`src/rtl/clk_gate_sequencer.sv`:
```
// Per-peripheral clock-gate sequencer.
// Turns requested clock-gate changes into safe sequences: quiesce-then-gate
// on disable, ungate-then-hold-local-reset on enable. One channel at a time,
// lowest mismatching index first.
module clk_gate_sequencer #(
    parameter int unsigned NUM_CH     = 32,
    parameter int unsigned TIMEOUT    = 255,
    parameter int unsigned WAKE_DELAY = 4
) (
    input  logic              HCLK,
    input  logic              HRESETn,
    input  logic [NUM_CH-1:0] clk_gate_i,
    input  logic [NUM_CH-1:0] periph_idle_i,
    input  logic              timeout_clr_i,
    output logic [NUM_CH-1:0] clk_en_o,
    output logic [NUM_CH-1:0] quiesce_req_o,
    output logic [NUM_CH-1:0] periph_rst_no,
    output logic [NUM_CH-1:0] timeout_o,
    output logic              busy_o
);

    localparam int unsigned CNT_MAX = (TIMEOUT > WAKE_DELAY) ? TIMEOUT : WAKE_DELAY;
    localparam int unsigned CNT_W   = $clog2(CNT_MAX + 1);
    localparam int unsigned CH_W    = (NUM_CH > 1) ? $clog2(NUM_CH) : 1;

    localparam logic [CNT_W-1:0] TO_LAST   = CNT_W'(TIMEOUT - 1);
    localparam logic [CNT_W-1:0] WAKE_LAST = CNT_W'(WAKE_DELAY - 1);

    typedef enum logic [1:0] {
        ST_IDLE,
        ST_QUIESCE,
        ST_WAKE
    } state_t;

    state_t            state_q;
    logic [CNT_W-1:0]  cnt_q;
    logic [CH_W-1:0]   ch_q;
    logic [NUM_CH-1:0] clk_en_q;
    logic [NUM_CH-1:0] quiesce_q;
    logic [NUM_CH-1:0] rst_n_q;
    logic [NUM_CH-1:0] timeout_q;

    logic [NUM_CH-1:0] mismatch;
    logic [CH_W-1:0]   sel_ch;

    // Channels whose requested enable differs from the current gate state
    always_comb begin
        mismatch = clk_gate_i ^ clk_en_q;
    end

    // Lowest-index mismatching channel (scan from the top so the lowest wins)
    always_comb begin
        sel_ch = '0;
        for (int unsigned i = NUM_CH; i > 0; i--) begin
            if (mismatch[i-1]) begin
                sel_ch = CH_W'(i - 1);
            end
        end
    end

    // Sequencer FSM with registered gate, quiesce, reset and timeout outputs.
    // The timeout clear is issued first so a same-cycle set on a bit overrides it.
    always_ff @(posedge HCLK or negedge HRESETn) begin
        if (!HRESETn) begin
            state_q   <= ST_IDLE;
            cnt_q     <= '0;
            ch_q      <= '0;
            clk_en_q  <= '1;
            quiesce_q <= '0;
            rst_n_q   <= '1;
            timeout_q <= '0;
        end else begin
            if (timeout_clr_i) begin
                timeout_q <= '0;
            end
            case (state_q)
                ST_IDLE: begin
                    if (|mismatch) begin
                        ch_q  <= sel_ch;
                        cnt_q <= '0;
                        if (clk_gate_i[sel_ch]) begin
                            clk_en_q[sel_ch] <= 1'b1;
                            rst_n_q[sel_ch]  <= 1'b0;
                            state_q          <= ST_WAKE;
                        end else begin
                            quiesce_q[sel_ch] <= 1'b1;
                            state_q           <= ST_QUIESCE;
                        end
                    end
                end
                ST_QUIESCE: begin
                    if (clk_gate_i[ch_q]) begin
                        // Request withdrawn: drop the quiesce, leave the clock running
                        quiesce_q[ch_q] <= 1'b0;
                        cnt_q           <= '0;
                        state_q         <= ST_IDLE;
                    end else if (periph_idle_i[ch_q] || (cnt_q == TO_LAST)) begin
                        clk_en_q[ch_q]  <= 1'b0;
                        quiesce_q[ch_q] <= 1'b0;
                        if (!periph_idle_i[ch_q]) begin
                            timeout_q[ch_q] <= 1'b1;
                        end
                        cnt_q   <= '0;
                        state_q <= ST_IDLE;
                    end else begin
                        cnt_q <= cnt_q + CNT_W'(1);
                    end
                end
                ST_WAKE: begin
                    if (cnt_q == WAKE_LAST) begin
                        rst_n_q[ch_q] <= 1'b1;
                        cnt_q         <= '0;
                        state_q       <= ST_IDLE;
                    end else begin
                        cnt_q <= cnt_q + CNT_W'(1);
                    end
                end
                default: begin
                    cnt_q   <= '0;
                    state_q <= ST_IDLE;
                end
            endcase
        end
    end

    // Busy whenever a channel transaction is in progress
    always_comb begin
        busy_o = (state_q != ST_IDLE);
    end

    assign clk_en_o      = clk_en_q;
    assign quiesce_req_o = quiesce_q;
    assign periph_rst_no = rst_n_q;
    assign timeout_o     = timeout_q;

endmodule

```
`config.mk`:
```
export PLATFORM = sky130hd
export DESIGN_NAME = clk_gate_sequencer
export DESIGN_NICKNAME = d
export VERILOG_FILES = /design/src/rtl/clk_gate_sequencer.sv
export SDC_FILE = /design/constraint.sdc
export NUM_CORES = 1
export LEC_CHECK = 0
export ABC_AREA = 1
export BUFFER_PORTS_ARGS = -buffer_cell sky130_fd_sc_hd__buf_2
export CORE_MARGIN = 3
export CORE_UTILIZATION = 45
export CTS_CLUSTER_SIZE = 14
export DETAILED_ROUTE_END_ITERATION = 8
export GPL_TIMING_DRIVEN = 0
export PLACE_DENSITY = 0.73
export SLEW_MARGIN = 5
export SYNTH_ARGS = -nofsm -noshare
export SYNTH_HDL_FRONTEND = slang
export SYNTH_SLANG_ARGS = --single-unit
export TNS_END_PERCENT = 1
```
`constraint.sdc`:
```
create_clock -name HCLK -period 5.4 [get_ports HCLK]
set_input_delay 0.27 -clock HCLK [delete_from_list [all_inputs] [get_ports HCLK]]
set_output_delay 0.27 -clock HCLK [all_outputs]
set_load 0.01 [all_outputs]
```
* Yosys cells after proc, flatten, opt, wreduce, memory -nomap -nowiden
Cells that the tools add are included.
Word-level totals: flip-flop bits (word level) 143, bits of input ports 67, output and inout bits 129, logic and storage cells 118
Operators by class: $add $sub $neg 1, magnitude comparators 4, equal/unequal tests 11, muxes and demuxes 72, bitwise operators 10, reductions and logical operators 13
Operators with widths (number):
- two-way mux 32 bit | 16
- one-hot mux 32 bit (2 select lines) | 3
- two-way mux 5 bit | 32
- bitwise OR 32 bit | 4
- AND 32 bit | 3
- inverter 32 bit | 2
- two-way mux 8 bit | 4
- OR reduction 32 bit | 1
- XOR 32 bit | 1
- one-hot mux 8 bit (3 select lines) | 1
- binary-select mux 1 bit (select 5 bit) | 3
- less-than comparator 5 x 6 -> 1 bit, second input constant | 2
- != test 2 bit, second input constant | 6
- demux 1 bit (select 5 bit) | 2
- >= comparator 5 x 1 -> 1 bit, second input constant | 2
- two-way mux 2 bit | 5
- adder 8 x 1 -> 8 bit, second input constant | 1
- equality test 8 x 2 -> 1 bit, second input constant | 1
- equality test 8 bit, second input constant | 1
- AND reduction 4 bit | 2
- one-hot mux 2 bit (3 select lines) | 1
- nonzero test 2 bit | 3
- two-way mux 1 bit | 5
- AND reduction 5 bit | 1
- other kinds (8) | 9

* Logic depth before layout (Yosys ltp)
depth in word-level cells 42, gate-level depth with buffers 47, depth with buffers taken out 45

* Worst setup path after synthesis
OpenSTA, ideal clock, no wires.
path type register to register, from reg clk_en_q[30] (netlist: clk_en_o[30]), to reg quiesce_q[12] (netlist: quiesce_req_o[12]), library setup time 0.117 ns, arrival 3.265 ns, required time 5.283 ns, setup slack 2.018 ns, cell stages (with the launch flop) 46, buffers on the path 2, clock period less this slack 3.382 ns, path through dfstp_2 -> nand2_1 -> nand2_1 -> nand2_1 -> nand2_1 -> nand2_1 -> nand2_1 -> nand2_1 -> nand2_1 -> nand2_1 -> nand2_1 -> nand2_1 -> nand2_1 -> nand2_1 -> nand2_1 -> nand2_1 -> nand2_1 -> nand2_1 -> [10 not listed] -> nand2_1 -> nand2_1 -> nand2_2 -> nand2_4 -> nand2_4 -> nand2_2 -> buf_6 -> nand3_1 -> nand2_1 -> o21bai_2 -> nand2_1 -> nor2_4 -> nand2_2 -> nand2_4 -> nand2_4 -> buf_6 -> nand2_1 -> nand2_1
Between the ends: cells in the longest elaborated chain, start to end 40, elaborated cells on any way between the ends 47, those cells by class 2 x order compare; 2 x eq/ne; 38 x mux; 2 x bitwise; 3 x reduce/logical
RTL lines:
- from (decl) | line 38 | logic [NUM_CH-1:0] clk_en_q;
- from (signal assigned) | line 68 | clk_en_q <= '1;
- from (signal, indexed assignment) | line 82 | clk_en_q[sel_ch] <= 1'b1;
- from (signal, indexed assignment) | line 98 | clk_en_q[ch_q] <= 1'b0;
- XOR 32 bit * | line 48 | mismatch = clk_gate_i ^ clk_en_q;
- two-way mux 5 bit (31 in series) | line 55 | if (mismatch[i-1]) begin
- less-than comparator 5 x 6 -> 1 bit (not written as such) or >= comparator 5 x 1 -> 1 bit (tied branches) | line 86 | quiesce_q[sel_ch] <= 1'b1;
- logical AND 1 bit (not written as such) | line 86
- two-way mux 1 bit (not written as such) | line 86
- demux 1 bit (select 5 bit) | line 86
- bitwise OR 32 bit (no line)
- two-way mux 32 bit | line 81 | if (clk_gate_i[sel_ch]) begin
- two-way mux 32 bit | line 78 | if (|mismatch) begin
- one-hot mux 32 bit (2 select lines) | line 76 | case (state_q)
- to (signal, indexed assignment) | line 86
- to (signal, indexed assignment) | line 94 | quiesce_q[ch_q] <= 1'b0;
- to (signal, indexed assignment) | line 99 | quiesce_q[ch_q] <= 1'b0;
- to (decl) | line 39 | logic [NUM_CH-1:0] quiesce_q;
Every way passes the cells marked *; elsewhere a longest branch is shown, timed or not. The select of a mux whose other input is x is not followed. A chain may end at the register's enable or synchronous reset.

* Final worst setup path
from reg clk_en_q[30] (netlist: clk_en_o[30]), to reg quiesce_q[8] (netlist: quiesce_req_o[8])
The elaborated chain is that of the path after synthesis.

==> qor.yml <==
portBuffers: 195
dieArea_mm2: 0.0233
grt_max_degree: 78
cts_htree_levels: 4
synthFlopType: "dfrtp_1"
first_global_vias: 10200
vias: 11000
grt-ovfl-total: 0
cts_resized: 0
antenna_found_initial: 0
timing.fmax_ghz: 0.220
routabilityCongestion: 1.01
fin_setup_tns_ns: 0
dieHeight_um: 153
p_seq_share_pct: 25.8
post-dp-hpwl_um: 29900
crit_path_max_fanout: 10
mostFrequentLayoutCells: "460 x nand2_1, 201 x buf_2, 174 x o21ai_0"
crit_required_ns: 5.72
dpl_worst_slack_ns: 1.08
async_reset_ff_share_pct: 100
area_delta_synth_final_pct: 20.3
cts_buffer_depth: 2
fin_worst_skew_ns: 0.0177
path_buf_inv: 2
post-cts-setup-buffers: 0
clkLatencyLatePin_ns: 0.44
n_fill_cell: 2015
worst_pin_slew_ns: 1.09
setup_slack_ns: 0.846
syn-cell-area_mm2: 0.00966
vdd_drop_max_mv: 0.263
crit_slowest_cell: "clkbuf_1"
hold_class: "primary input to flop"
cts_tree: "done"
root_buffer: "clkbuf_16"
drt-pass1-iter-count: 6
final_cells: 1900
yosys_register_bits: 143
totalWireLength_um: 39400
synthDistinctLibCells: 42
synthCells: 1401
grt.total_usage_pct: 32.9
synth_edf_count: 0
crit_type: "flop to flop"
leakagePower_nw: 5.81
viasPerCell: 5.79
post-route-period-util_pct: 84.3
p_comb_share_pct: 54.9
cp-start-kind: "flop"
mostFrequentLayoutCell: "nand2_1"
first_iter_violations: 1253
ios: 196
diodes: 0
numPlacedInstances: 1867
fin_nets: 1689
crit_top_cell: "nand2_1"
p_clk_share_pct: 19.4
p_sw_share_pct: 52.0
drive_gt1_share_pct: 21.8
cts_hold_buffers: 1
min_period_ns: 4.55
path_delay_family: "simple AND/OR/NAND/NOR gates"
post-route-drc-count: 0
p_int_mw: 3.05
ys_seq_area_share_pct: 37.9
rsz0062_at_grt: "no"
syn_area_per_cell_um2: 6.90
yosys_warnings: 0
die_w_um: 153
relSlewSlack_pct: 26.5
setup_violations: 0
rows: 52
maxSlewViolCount: 0
wl_per_cell_um: 20.7
cts.clk_slew.worst_paths_ns: 0.07
cellPowerDensity_mw_per_mm2: 546
synth_nets: 1473
initial_core_util_pct: 46.7
grt_pass1_wl_um: 59800
fin_total_pwr_mw: 6.35
arrival_ns: 4.87
finalHoldViolCount: 0
p_switching_mw: 3.30
numCtsBuffers: 17
drtAntennaViolNets: 0
status: "finished, final reports clean"
finalCoreUtilization_pct: 56.2
core_mm2: 0.0207
cap_violations: 0
end_kind: "flop"
critPathMaxStageDelay_ns: 0.66
cts.sinks: 143
worst reg2reg max path: cells and delay by family (launching register included):
kind	cells	cell delay (ns)
AND/OR/NAND/NOR	37	2.71
buffers and inverters	2	0.80
AO/OA/AOI/OAI	2	0.30
flip-flops	1	0.60
synth_stat cells, types with 4 or more instances:
cell	instances	area share, %
nand4_1	17	1.1
nand2_2	5	0.32
xnor2_1	16	1.5
ha_1	5	0.65
nand2_1	460	18
clkbuf_1	45	1.7
nor2_1	101	3.9
nand3_2	18	1.9
a22oi_1	31	2.4
buf_4	7	0.54
a21oi_1	15	0.78
o31ai_1	14	1.1
nand2_4	4	0.47
nand3_1	150	7.8
buf_2	7	0.36
dfstp_2	64	17
o21ai_0	174	9.0
buf_6	11	1.3
inv_1	113	4.4
nor3_1	12	0.62
a32o_1	4	0.41
dfrtp_1	79	20
xor2_1	18	1.6
flip-flops by register name, summed over array words and instances, names as in the netlist:
name	count
ch_q	5
quiesce_req_o	32
clk_en_o	32
timeout_o	32
cnt_q	8
periph_rst_no	32
state_q	2
kinds of logic (layout without fill, tap and decap cells):
logic type      count (synthesis)  after routing  synth area share [%]
flops                         143            143                  37.9
buf+inv                       188            417                  8.52
compound gates                253            253                  15.0
fa+ha+maj                       5              5                 0.648
simple gates                  778            778                  34.9
xor+xnor                       34             34                  3.08
final timing paths:
kind | slack, ns | depth (start not counted) | endpoint | startpoint
setup / recovery | 0.85 | 41 | quiesce_req_o[8] | clk_en_o[30]
hold / removal | 0.20 | 4 | timeout_o[13] | timeout_clr_i
setup reg to reg | 0.85 | 41 | quiesce_req_o[8] | clk_en_o[30]
hold reg to reg | 0.48 | 2 | periph_rst_no[24] | periph_rst_no[24]
max in group asynchronous | 4.14 | 3 | periph_rst_no[2] | HRESETn
min in group asynchronous | 0.41 | 2 | cnt_q[3] | HRESETn
cell type report:
type / count / area [µm²] / share of cell area (%)
Multi-Input combinational cell: 1070 / 5180 / 44.6
Sequential cell: 143 / 3660 / 31.5
Timing Repair Buffer: 197 / 1020 / 8.77
Inverter: 115 / 432 / 3.71
Clock buffer: 17 / 425 / 3.66
Buffer: 73 / 392 / 3.37
Tap cell: 270 / 338 / 2.91
Clock inverter: 15 / 174 / 1.50
stage by stage:
stage          instance area [µm²]  hold WS [ns]
2_1_floorplan                 9660       -0.0256
3_3_place_gp                 11000         0.464
3_5_place_dp                 11000         0.319
4_1_cts                      11600         0.203
5_1_grt                      11600         0.270
6_report                     11600         0.200
layer usage:
layer  vias up  track usage [%]  routed length (µm)
li1       5046                -                   -
met1      5150             45.1               16100
met4         0             13.1                1550
met5         -                0                   0
met3       107             8.12                4540
met2       707             50.1               17300
power groups by stage:
| stage | Clock, mW | Sequential [mW] | Combinational, mW |
|---|---|---|---|
| global route | 1.27 | 1.65 | 3.72 |
| finish | 1.23 | 1.64 | 3.48 |
| global placement | 0 | 1.63 | 3.32 |
| detailed placement | 0 | 1.63 | 3.36 |
| CTS | 1.22 | 1.61 | 3.38 |
| floorplan | 0 | 1.61 | 2.14 |
No activity file was read; power rests on OpenSTA's default activity.
